--- src/rtl/reset_sequencer.sv ---
// reset_sequencer
//   Turns the board-level asynchronous reset into NUM_OUTS staged, synchronously
//   released active-low resets. After the release of `reset` is synchronized,
//   all outputs are held low for HOLD_CYCLES edges. The outputs are then
//   released one at a time, lowest bit first, with GAP_CYCLES edges between
//   releases. A software request made while running re-runs the hold/release
//   sequence. When that re-run completes, the block acknowledges it with a
//   one-cycle pulse.
//
// Ports
//   clk         single clock, rising edge
//   reset       asynchronous active-low reset
//   sw_rst_req  software reset request (synchronous to clk)
//   rst_out_n   staged active-low resets, bit 0 released first
//   ready       all rst_out_n bits released
//   sw_rst_ack  one-cycle pulse when a software-initiated sequence completes
//
// Build option
//   RST_SEQ_SW_FILTER_EN : when defined, a request must be sampled high on 3
//   consecutive edges in RUN to be recognized; otherwise a single rising edge
//   in RUN is enough.
module reset_sequencer #(
  parameter int SYNC_STAGES = 2,
  parameter int HOLD_CYCLES = 16,
  parameter int NUM_OUTS    = 4,
  parameter int GAP_CYCLES  = 4
) (
  input  logic                clk,
  input  logic                reset,
  input  logic                sw_rst_req,
  output logic [NUM_OUTS-1:0] rst_out_n,
  output logic                ready,
  output logic                sw_rst_ack
);

  localparam int HOLD_W = $clog2(HOLD_CYCLES + 1);
  localparam int GAP_W  = $clog2(GAP_CYCLES + 1);

  typedef enum logic [1:0] {
    ST_SYNC    = 2'd0,
    ST_HOLD    = 2'd1,
    ST_RELEASE = 2'd2,
    ST_RUN     = 2'd3
  } state_t;

  state_t                   state_q, state_d;
  logic [SYNC_STAGES-1:0]   sync_q, sync_d;
  logic [HOLD_W-1:0]        hold_cnt_q, hold_cnt_d;
  logic [GAP_W-1:0]         gap_cnt_q, gap_cnt_d;
  logic [NUM_OUTS-1:0]      rst_q, rst_d;
  logic                     ready_q, ready_d;
  logic                     ack_q, ack_d;
  logic                     sw_flag_q, sw_flag_d;   // current sequence was software-initiated
  logic                     sw_hit;                 // request recognized this edge
  logic                     done;                   // last output released this edge
  logic [NUM_OUTS-1:0]      rel_next;

  // ---------------------------------------------------------------------------
  // Software request recognition
  // ---------------------------------------------------------------------------
`ifdef RST_SEQ_SW_FILTER_EN
  logic [1:0] filt_cnt_q, filt_cnt_d;
  logic       armed_q, armed_d;

  always_comb begin
    sw_hit     = (state_q == ST_RUN) && sw_rst_req && armed_q && (filt_cnt_q == 2'd2);
    filt_cnt_d = 2'd0;
    if ((state_q == ST_RUN) && sw_rst_req && armed_q && !sw_hit)
      filt_cnt_d = filt_cnt_q + 2'd1;
    // A held request must drop to 0 before it can be recognized again.
    armed_d = armed_q;
    if (!sw_rst_req)  armed_d = 1'b1;
    else if (sw_hit)  armed_d = 1'b0;
  end

  always_ff @(posedge clk or negedge reset) begin
    if (!reset) begin
      filt_cnt_q <= 2'd0;
      armed_q    <= 1'b1;
    end else begin
      filt_cnt_q <= filt_cnt_d;
      armed_q    <= armed_d;
    end
  end
`else
  logic req_prev_q, req_prev_d;

  // History resets to 0: a request already high out of reset is never an edge
  // once RUN is reached, because the history has long since captured the 1.
  always_comb begin
    req_prev_d = sw_rst_req;
    sw_hit     = (state_q == ST_RUN) && sw_rst_req && !req_prev_q;
  end

  always_ff @(posedge clk or negedge reset) begin
    if (!reset) req_prev_q <= 1'b0;
    else        req_prev_q <= req_prev_d;
  end
`endif

  // ---------------------------------------------------------------------------
  // Sequencer
  // ---------------------------------------------------------------------------
  always_comb begin
    state_d    = state_q;
    sync_d     = {sync_q[SYNC_STAGES-2:0], 1'b1};
    hold_cnt_d = hold_cnt_q;
    gap_cnt_d  = gap_cnt_q;
    rst_d      = rst_q;
    ready_d    = ready_q;
    ack_d      = 1'b0;
    sw_flag_d  = sw_flag_q;
    done       = 1'b0;
    rel_next   = (rst_q << 1) | NUM_OUTS'(1);

    case (state_q)
      ST_SYNC: begin
        // Move on at the same edge the last stage captures the 1, so the hold
        // window begins exactly when the synchronized release is visible.
        if (sync_q[SYNC_STAGES-2]) begin
          state_d    = ST_HOLD;
          hold_cnt_d = '0;
        end
      end
      ST_HOLD: begin
        if (hold_cnt_q == HOLD_W'(HOLD_CYCLES - 1)) begin
          rst_d     = NUM_OUTS'(1);
          gap_cnt_d = '0;
          if (NUM_OUTS == 1) done    = 1'b1;
          else               state_d = ST_RELEASE;
        end else begin
          hold_cnt_d = hold_cnt_q + HOLD_W'(1);
        end
      end
      ST_RELEASE: begin
        if (gap_cnt_q == GAP_W'(GAP_CYCLES - 1)) begin
          rst_d     = rel_next;
          gap_cnt_d = '0;
          if (&rel_next) done = 1'b1;
        end else begin
          gap_cnt_d = gap_cnt_q + GAP_W'(1);
        end
      end
      ST_RUN: begin
        if (sw_hit) begin
          rst_d      = '0;
          ready_d    = 1'b0;
          sw_flag_d  = 1'b1;
          hold_cnt_d = '0;
          state_d    = ST_HOLD;
        end
      end
      default: state_d = ST_SYNC;
    endcase

    if (done) begin
      state_d   = ST_RUN;
      ready_d   = 1'b1;
      ack_d     = sw_flag_q;
      sw_flag_d = 1'b0;
    end
  end

  always_ff @(posedge clk or negedge reset) begin
    if (!reset) begin
      state_q    <= ST_SYNC;
      sync_q     <= '0;
      hold_cnt_q <= '0;
      gap_cnt_q  <= '0;
      rst_q      <= '0;
      ready_q    <= 1'b0;
      ack_q      <= 1'b0;
      sw_flag_q  <= 1'b0;
    end else begin
      state_q    <= state_d;
      sync_q     <= sync_d;
      hold_cnt_q <= hold_cnt_d;
      gap_cnt_q  <= gap_cnt_d;
      rst_q      <= rst_d;
      ready_q    <= ready_d;
      ack_q      <= ack_d;
      sw_flag_q  <= sw_flag_d;
    end
  end

  assign rst_out_n  = rst_q;
  assign ready      = ready_q;
  assign sw_rst_ack = ack_q;

endmodule

--- config.mk ---
export PLATFORM = sky130hd
export DESIGN_NAME = reset_sequencer
export DESIGN_NICKNAME = d
export VERILOG_FILES = /design/src/rtl/reset_sequencer.sv
export SDC_FILE = /design/constraint.sdc
export NUM_CORES = 1
export LEC_CHECK = 0
export CAP_MARGIN = 10
export CORE_MARGIN = 10
export CORE_UTILIZATION = 60
export CTS_BUF_LIST = sky130_fd_sc_hd__clkbuf_16
export DETAILED_ROUTE_END_ITERATION = 8
export PLACE_DENSITY = 0.85
export SYNTH_ARGS = -nofsm -noshare
export SYNTH_HDL_FRONTEND = slang
export SYNTH_SLANG_ARGS = --single-unit
--- constraint.sdc ---
create_clock -name clk -period 3.9 [get_ports clk]
set_clock_uncertainty 0.1 [all_clocks]
set_input_delay 0.39 -clock clk [delete_from_list [all_inputs] [get_ports clk]]
set_output_delay 0.39 -clock clk [all_outputs]
set_load 0.02 [all_outputs]
==> flow_summary.ini <==
[synth]
ys_types = 38
syn-cell-area_um2 = 1100
ys_async_sr_fraction_pct = 100
synth_top_cell_by_area = dfrtp_1
ys_ff_latch = 19
synthesis.nets = 119
avgSynthCellArea_um2 = 10.3
synth_edf_count = 0
synthCells = 106
yosysSeqAreaShare_pct = 43.4
synth_top_area_share_pct = 43.4
synthTopCellsByArea = dfrtp_1, ha_1, nand2_1, inv_1, a2111oi_4
synthFlopType = dfrtp_1
ys_warn_count = 0

[global_routing]
met2_usage_pct = 17.6
antenna_found_initial = 0
grt_pass1_wl_mm = 3.48
top_usage_layer = met2
grt_max_degree = 20
grt_pass1_vias = 797
met3_usage_pct = 2.33
met1_usage_pct = 12.2
overflow = 0
grt_usage_pct = 10.7

[finish]
drive_gt1_share_pct = 10.4
final_common_cell = dfrtp_1
nets = 129
fillers = 121
antenna_cells = 0
fin_area_um2 = 1270
final_cell_mix = dfrtp_1, nand2_1, inv_1, ha_1, clkdlybuf4s50_1
syn_to_final_growth_pct = 16.1

[sta]
hold_viol = 0
relSlewSlack_pct = 42.1
maxSlewViolCount = 0
tns_ns = 0
period_minus_slack_ns = 2.08
fmax_mhz = 481
tightest_slew_ns = 0.865
rsz0062_at_grt = false
fin_crit_sh_pct = 53.3
setup_viol = 0

[clock_tree]
ctsHoldBuffers = 0
cts_tree = built
ctsRootBufferMaster = clkbuf_16
cts_setup_buffers = 0
htree_num_levels = 1
clockBufferDepth = 2
cts_resized = 0
clock_sinks = 19
cts_buffers = 3
clk_pin_slew_ns = 0.05
clock_latency_ns = 0.25

[floorplan]
start_util_pct = 63.5
core_area_um2 = 1730
fp.dieArea_um2 = 3940
fp.dieH_um = 62.7
fp.dieW_um = 62.7
num_rows = 15
ios = 9

[drt]
via_count = 793
drtIter0Drc = 25
wirelength_mm = 2.06
drt-pass1-iter-count = 4
post_drt_wl_per_cell_um = 14.7
via_per_inst = 5.66
drc = 0
ant_nets = 0

[placement]
dpl.hpwl_mm = 1.47
port_buffers = 8
placed_area_um2 = 1190
gp_congestion = 0.829

[worst_setup_path]
crit_path_end_kind = flop
worstPathRequired_ns = 3.94
crit_arrival_ns = 2.12
path_class = flop to flop
cp_max_fo = 7
start_kind = flop

[job]
drv_cap = 0

[min_path]
hold_path.class = flop to flop

[power]
leakagePower_nw = 0.580
power_density_nw_per_um2 = 780
ir_drop_mv = 0.460

[run_status]
outcome = finished, final reports clean
[cell type report]
type                       instances  area (µm²)  share of cell area [%]
clock buffer                       3        75.1                    5.90
timing repair buffer               8        80.1                    6.29
sequential                        19         475                    37.4
clock inverter                     1        3.75                   0.295
multi-input combinational         75         573                    45.0
inverter                           9        33.8                    2.65
tap                               25        31.3                    2.46
[cell usage after synthesis (2+ instances only)]
| master | count |
|---|---|
| inv_1 | 9 |
| nand2b_1 | 2 |
| o311ai_1 | 2 |
| nor2b_1 | 2 |
| o21ai_0 | 5 |
| o211ai_1 | 2 |
| buf_2 | 2 |
| nand3_1 | 5 |
| and3_1 | 2 |
| dfrtp_1 | 19 |
| a22o_1 | 3 |
| ha_1 | 10 |
| nor2_1 | 4 |
| nand2_1 | 13 |
| mux2i_1 | 2 |
| a21oi_1 | 2 |
[worst max-delay path, cell delays in order, from the launching register on]
cell	delay, ns
dfrtp_1	0.40
ha_1	0.19
and3_1	0.16
ha_1	0.29
nor2b_2	0.11
a2111oi_4	0.38
nor2_1	0.07
a211o_1	0.27
[state kept, by name (all words and copies together) (netlist names)]
| register | cells |
|---|---|
| hold_cnt_q | 5 |
| rst_out_n | 4 |
| gap_cnt_q | 3 |
| state_q | 2 |
| ready | 1 |
| req_prev_q | 1 |
| sw_flag_q | 1 |
| sw_rst_ack | 1 |
| sync_q | 1 |
[layer usage]
| layer | wire [µm] | vias up |
|---|---|---|
| met3 | 61 | 7 |
| met5 | 0 | - |
| li1 | - | 390 |
| met1 | 941 | 377 |
| met4 | 66 | 0 |
| met2 | 990 | 19 |
[through the flow]
step,cells,hold slack (ns),total power [mW],util (%),setup WS [ns]
CTS,140,0.391,1.00,73.7,1.82
global placement,136,0.360,0.769,69.1,1.91
finish,140,0.387,0.992,73.7,1.82
global route,140,0.422,1.07,73.7,1.66
floorplan,106,-0.00559,0.665,-,2.01
detailed placement,136,0.377,0.784,69.1,1.84
[path summary, 6_finish.rpt]
kind / from / endpoint / slack, ns / depth (start not counted)
min: ready$_DFFE_PN0P_ / ready$_DFFE_PN0P_ / 0.39 / 1
min reg2reg: ready$_DFFE_PN0P_ / ready$_DFFE_PN0P_ / 0.39 / 1
max in group asynchronous: reset / state_q[0]$_DFFE_PN0P_ / 2.63 / 1
max: hold_cnt_q[0]$_DFFE_PN0P_ / state_q[1]$_DFFE_PN0P_ / 1.82 / 7
max reg2reg: hold_cnt_q[0]$_DFFE_PN0P_ / state_q[1]$_DFFE_PN0P_ / 1.82 / 7
min in group asynchronous: reset / hold_cnt_q[4]$_DFFE_PN0P_ / 0.53 / 1
[power by group]
part	internal, mW	leakage, nW	total (mW)	switching, mW
Sequential	0.259	0.242	0.315	0.0565
Clock	0.136	0.0423	0.207	0.0711
Combinational	0.209	0.296	0.470	0.261
Total	0.604	0.580	0.992	0.388
[kinds of logic (layout without fill, tap and decap cells)]
logic type                 Yosys count  after routing  share of synthesized area [%]
DFF                                 19             19                           43.4
AOI/OAI and AO/OA                   25             25                           20.4
other                                1              1                          0.342
and+or+nand+nor                     37             37                           18.3
muxes                                2              2                           1.83
adders and majority gates           10             10                           11.4
buffers and inverters               12             21                           4.34
No activity file was read; power rests on OpenSTA's default activity.
